`config.mk`:
```
export PLATFORM = sky130hd
export DESIGN_NAME = hex_display_scan
export DESIGN_NICKNAME = d
export VERILOG_FILES = /design/src/rtl/hex_display_scan.sv
export SDC_FILE = /design/constraint.sdc
export NUM_CORES = 1
export LEC_CHECK = 0
export ABC_AREA = 0
export CAP_MARGIN = 30
export CORE_ASPECT_RATIO = 1.5
export CORE_UTILIZATION = 45
export CTS_CLUSTER_SIZE = 25
export DETAILED_ROUTE_END_ITERATION = 8
export GPL_TIMING_DRIVEN = 1
export PLACE_DENSITY_LB_ADDON = 0.3
export SKIP_LAST_GASP = 1
export SYNTH_ARGS = -nofsm -noshare
export SYNTH_HDL_FRONTEND = slang
export SYNTH_SLANG_ARGS = --single-unit
```
`constraint.sdc`:
```
create_clock -name clk -period 2.2 [get_ports clk]
set_input_delay 0.33 -clock clk [delete_from_list [all_inputs] [get_ports clk]]
set_output_delay 0.33 -clock clk [all_outputs]
set_load 0.02 [all_outputs]
```
`src/rtl/hex_display_scan.sv`:
```
// hex_display_scan: time-multiplexed scanner for a common-anode hex display.
// Define HEX_DISPLAY_SCAN_LZB_EN to enable leading-zero blanking.
module hex_display_scan #(
   parameter int DIGITS   = 4,
   parameter int PRESCALE = 50000
) (
   input  logic                clk,
   input  logic                rst,
   input  logic                load,
   input  logic [4*DIGITS-1:0] value,
   output logic                pend,
   output logic                frame,
   output logic [3:0]          nibble,
   output logic [DIGITS-1:0]   dig_n
);

   localparam int CW = $clog2(PRESCALE);
   localparam int IW = (DIGITS > 2) ? $clog2(DIGITS) : 1;
   localparam logic [CW-1:0] CMAX = CW'(PRESCALE - 1);
   localparam logic [IW-1:0] IMAX = IW'(DIGITS - 1);

   logic [CW-1:0]       cnt;
   logic [IW-1:0]       idx;
   logic [4*DIGITS-1:0] disp;
   logic [4*DIGITS-1:0] pval;
   logic                tick;
   logic                wrap;
   logic                blank;

   assign tick = (cnt == CMAX);
   assign wrap = tick && (idx == IMAX);

   // slot timer: PRESCALE cycles per digit
   always_ff @(posedge clk or posedge rst) begin
      if (rst) begin
         cnt <= '0;
      end else if (tick) begin
         cnt <= '0;
      end else begin
         cnt <= cnt + CW'(1);
      end
   end

   // digit index advances per slot; frame marks the wrap
   always_ff @(posedge clk or posedge rst) begin
      if (rst) begin
         idx   <= '0;
         frame <= 1'b0;
      end else begin
         frame <= wrap;
         if (wrap) begin
            idx <= '0;
         end else if (tick) begin
            idx <= idx + IW'(1);
         end
      end
   end

   // commit uses the old pval, so a coincident load stays pending
   always_ff @(posedge clk or posedge rst) begin
      if (rst) begin
         disp <= '0;
         pval <= '0;
         pend <= 1'b0;
      end else begin
         if (wrap && pend) begin
            disp <= pval;
         end
         if (load) begin
            pval <= value;
            pend <= 1'b1;
         end else if (wrap) begin
            pend <= 1'b0;
         end
      end
   end

   // select the nibble of the current slot
   always_comb begin
      nibble = 4'h0;
      for (int i = 0; i < DIGITS; i++) begin
         if (idx == IW'(i)) begin
            nibble = disp[4*i +: 4];
         end
      end
   end

`ifdef HEX_DISPLAY_SCAN_LZB_EN
   // blank digit i when it and every higher digit are zero
   always_comb begin
      logic z;
      z     = 1'b1;
      blank = 1'b0;
      for (int i = DIGITS - 1; i >= 1; i--) begin
         z = z & (disp[4*i +: 4] == 4'h0);
         if (idx == IW'(i)) begin
            blank = z;
         end
      end
   end
`else
   assign blank = 1'b0;
`endif

   // one-hot-low enable, dark in the first cycle of each slot
   always_comb begin
      dig_n = '1;
      if ((cnt != '0) && !blank) begin
         for (int i = 0; i < DIGITS; i++) begin
            if (idx == IW'(i)) begin
               dig_n[i] = 1'b0;
            end
         end
      end
   end

endmodule

```
Word-level counts from Yosys, hierarchy flattened:

Cells that the tools add are included.

* output and inout port bits: 10
* input port bits: 19
* bits in registers: 52
* word-level logic and storage cells: 32

* mux-type cells: 14
* eq/ne operators: 4
* $add $sub $neg: 2
* reduce and logical (&&, ||, !) cells: 6

Operator list (number)
* 2-to-1 mux 4 bit: 5
* adder 16 x 1 -> 16 bit (second input constant): 1
* equality test 16 bit (second input constant): 1
* 2-to-1 mux 16 bit: 1
* nonzero test 16 bit: 1
* 2-to-1 mux 1 bit: 6
* equality test 2 bit (second input constant): 2
* 2-to-1 mux 2 bit: 2
* nonzero test 2 bit: 2
* adder 2 x 1 -> 2 bit (second input constant): 1
* equality test 2 x 1 -> 1 bit (second input constant): 1
* logical AND 1 bit: 2
* zero test 2 bit: 1

Logic depth before layout (Yosys ltp):

* depth after elaboration: 5
* depth in mapped cells: 6

Worst setup path after synthesis:

Ideal clock, no wire load.

* path type: register to register
* from: register cnt[0]
* to: register disp[0]
* cell stages (with the launch flop): 7
* clock period less this slack: 1822 ps
* path slack: 378 ps
* library setup time: 125 ps
* arrival time: 1697 ps
* path buffers: 1
* path through: dfrtp_1 ha_1 and4_1 nand4_4 nor2_8 buf_12 mux2_4

* longest elaborated chain between the ends: 3

Ends and longest elaborated chain
* start: declaration: line 22 `logic [CW-1:0] cnt;`
* start signal: assignment: line 40 `cnt <= cnt + CW'(1);`
* equality test 16 bit: line 30 `assign tick = (cnt == CMAX);`
* logical AND 1 bit: line 31 `assign wrap = tick && (idx == IMAX);`
* logical AND 1 bit: line 66 `if (wrap && pend) begin`
* end signal: assignment: line 67 `disp <= pval;`
* end: declaration: line 24 `logic [4*DIGITS-1:0] disp;`

Every way passes these cells.
A chain may end at the register's enable or synchronous reset.

Worst setup path after layout:

* from: register idx[1]
* to: output nibble[3]

* longest elaborated chain between the ends: 5
* elaborated cells on any way between the ends: 8
* those cells by class: eq/ne: 3; mux: 4; reduce/logical: 1

Ends and longest elaborated chain
* start: declaration: line 23 `logic [IW-1:0] idx;`
* start signal: assignment: line 54 `idx <= idx + IW'(1);`
* zero test 2 bit: line 82 `if (idx == IW'(i)) begin`
* 2-to-1 mux 4 bit (3 in series): line 82
* 2-to-1 mux 4 bit *: line 82
* end: declaration: line 13 `output logic [3:0] nibble,`

Every way passes the cells marked *; elsewhere a longest branch is shown, timed or not.

==> impl_metrics.yaml <==
cts:
  cts_buffers: 5
  cts_root_buf: "clkbuf_8"
  htreeDepth: 2
  path_clk_slew_ns: 0.09
  cts_buffer_depth: 2
  clock_latency_ns: 0.31
  cts_tree: "built"
  clock-sinks: 52
route:
  vias: 1570
  drt-total-wl_mm: 4.734
  drt_pass1_iterations: 4
  final_antenna_net_count: 0
  drt_iter0_markers: 69
  drc: 0
  viasPerCell: 5.216
  wl_per_cell_um: 15.73
run_status:
  status: "complete, no violations"
setup_path:
  start_kind: "register"
  critPathCaptureType: "output pin"
  required_ns: 1.87
  criticalPathCategory: "reg2out"
  worstPathArrival_ns: 1.78
  reg2reg_from: "cnt[10]"
  critPathLaunch: "idx[1]"
  path_max_fanout: 5
global_routing:
  overflow: 0
  grt_usage_pct: 18.52
  antenna_found_initial: 0
  grt_pass1_vias: 1711
  grt_max_degree: 35
  grt_pass1_wl_mm: 8.190
floorplanning:
  core_sq_um: 5165
  initial_core_util_pct: 47.31
  die_height_um: 92.25
  dieArea_sq_um: 5735
  num_rows: 32
  die_w_um: 62.17
  io-pin-count: 29
placed_design:
  gp_congestion: 0.8069
  dp.final_hpwl_mm: 3.398
  port_buffers: 28
  placed_cell_area_sq_um: 2874
  dp_slack_ns: -0.04393
logic_synthesis:
  syn_area_sq_um: 2444
  yosysUniqueCellTypes: 35
  synthArstFlopShare_pct: 100.0
  syn-instance-count: 190
  synth_top_area_share_pct: 53.25
  synthesis.nets: 215
  synth_area_leaders: "dfrtp_1 53%, mux2_2 11%, mux2_4 6.1%"
  yosysMostFrequentCell: "dfrtp_1"
  syn_area_per_cell_sq_um: 12.86
  ys_ff_latch: 52
  synth_edf_count: 0
  synth_commonest_cells: "52 x dfrtp_1, 23 x mux2_2, 17 x nand2_1"
  synthFlopType: "dfrtp_1"
  yosysSeqAreaShare_pct: 53.25
  synth.largest_area_cell: "dfrtp_1"
  yosysWarningCount: 0
pwr:
  power_frac_comb_pct: 5.2
  ir_drop_mv: 0.3856
  clkPwrFrac_pct: 40.7
  internal-power_uw: 1491
  p_switching_uw: 356.7
  power_density_nw_per_um2: 614.9
  leakage_uw: 0.001386
  pwr-share-seq_pct: 54.1
  power_uw: 1848
  swShare_pct: 19.30
worst_hold_path:
  hold_path_class: "in2async"
sta:
  setup_ws_ns: 0.09020
  fmax_ghz: 0.4740
  fin_setup_tns_ns: 0
  worstMarginPinSlew_ns: 0.4628
  rsz0062_at_grt: "true"
  finalCriticalPeriod_ns: 2.110
  max_slew_margin_pct: 68.92
  setup_viol: 0
  hold_viol: 0
  skew_ns: 0.009216
  slew_viol_final: 0
  timing.final.crit_share_pct: 95.90
flow_run:
  maxCapViolCount: 0
cells_and_area:
  finalInstanceArea_sq_um: 3005
  drive_above_1_share_pct: 33.91
  nets: 258
  diodes: 0
  area_growth_pct: 22.99
## worst max-delay path, cell delays in order, from the launching register on
cell and delay [ns]:
dfrtp_1 0.39, inv_1 0.08, ha_2 0.22, buf_4 0.15, a221oi_1 0.28, o31ai_1 0.10, clkdlybuf4s15_2 0.26
## kinds of logic after synthesis
kind of cell / share of synthesized area [%]
XOR/XNOR: 4.301
multiplexers: 17.15
AND/OR/NAND/NOR: 16.23
buffers and inverters: 2.765
flip-flops: 53.25
AO/OA/AOI/OAI: 3.226
adder cells (fa/ha/maj): 3.072
## power by group through the flow
stage	clock network, uW	registers, uW	logic [uW]
2_1_floorplan	0	1010	50.4
3_3_place_gp	0	1020	95.4
3_5_place_dp	0	1020	97.7
4_1_cts	778	1000	97.8
5_1_grt	812	1000	106
6_report	753	1000	95.4
## what timing repair did
item | CTS | global route
cloned | 0 | 0
resized for setup | 19 | 19
buffers inserted | 1 | 1
hold buffers | 0 | 0
pin swaps | 0 | 2
setup endpoints to repair | 8 | 8
## final timing paths
| kind | to | slack, ns | cells after the start |
|---|---|---|---|
| hold reg to reg | disp[2] | 0.51 | 1 |
| min in group clk | disp[2] | 0.51 | 1 |
| max in group asynchronous | frame | 1.34 | 3 |
| hold / removal | pval[5] | 0.33 | 2 |
| setup reg to reg | disp[10] | 0.28 | 5 |
| setup / recovery | nibble[3] | 0.09 | 6 |
## layout by cell type (no fill, tap or decap), types with 3 or more instances in the layout
cell             count
nand2_1             17
clkbuf_2             5
o21ai_0              3
and4_1               4
o31ai_1              3
dfrtp_1             52
ha_2                 3
nor2b_1              3
buf_4               14
inv_1                4
a221oi_1             3
nor2_1               8
xnor2_1              5
nand3_1              7
clkdlybuf4s50_1     20
mux2_4              10
nand4_1              5
clkbuf_8             5
ha_1                 3
mux2_2              23
xor2_1               7
## layer usage
metal / routed length [um] / track usage, % / vias up
li1: - / - / 746
met1: 1953 / 21.36 / 785
met2: 2581 / 34.07 / 30
met3: 121 / 3.234 / 9
met4: 78 / 6.395 / 0
met5: 0 / 0 / -
## state kept, by name (all words and copies together) (netlist names)
| register | cells |
|---|---|
| pend | 1 |
| disp | 16 |
| cnt | 16 |
| frame | 1 |
| pval | 16 |
| idx | 2 |
## metrics by stage
stage                     hold slack [ns]  cells  util (%)
after floorplan                    0.4467    190         -
after global placement             0.4828    292     55.64
after detailed placement           0.4882    292     55.64
after CTS                          0.3349    300     58.41
after global routing               0.3722    301     58.19
final                              0.3321    301     58.19
## cell type report
cell class / count / area, sq um
multi-input cells: 125 / 1096
clock buffers: 5 / 68.82
fillers: 413 / 2160
clock inverters: 2 / 60.06
inverters: 6 / 22.52
well taps: 68 / 85.08
repair buffers: 43 / 371.6
flip-flops and latches: 52 / 1301
(Power assumes the default switching activity.)
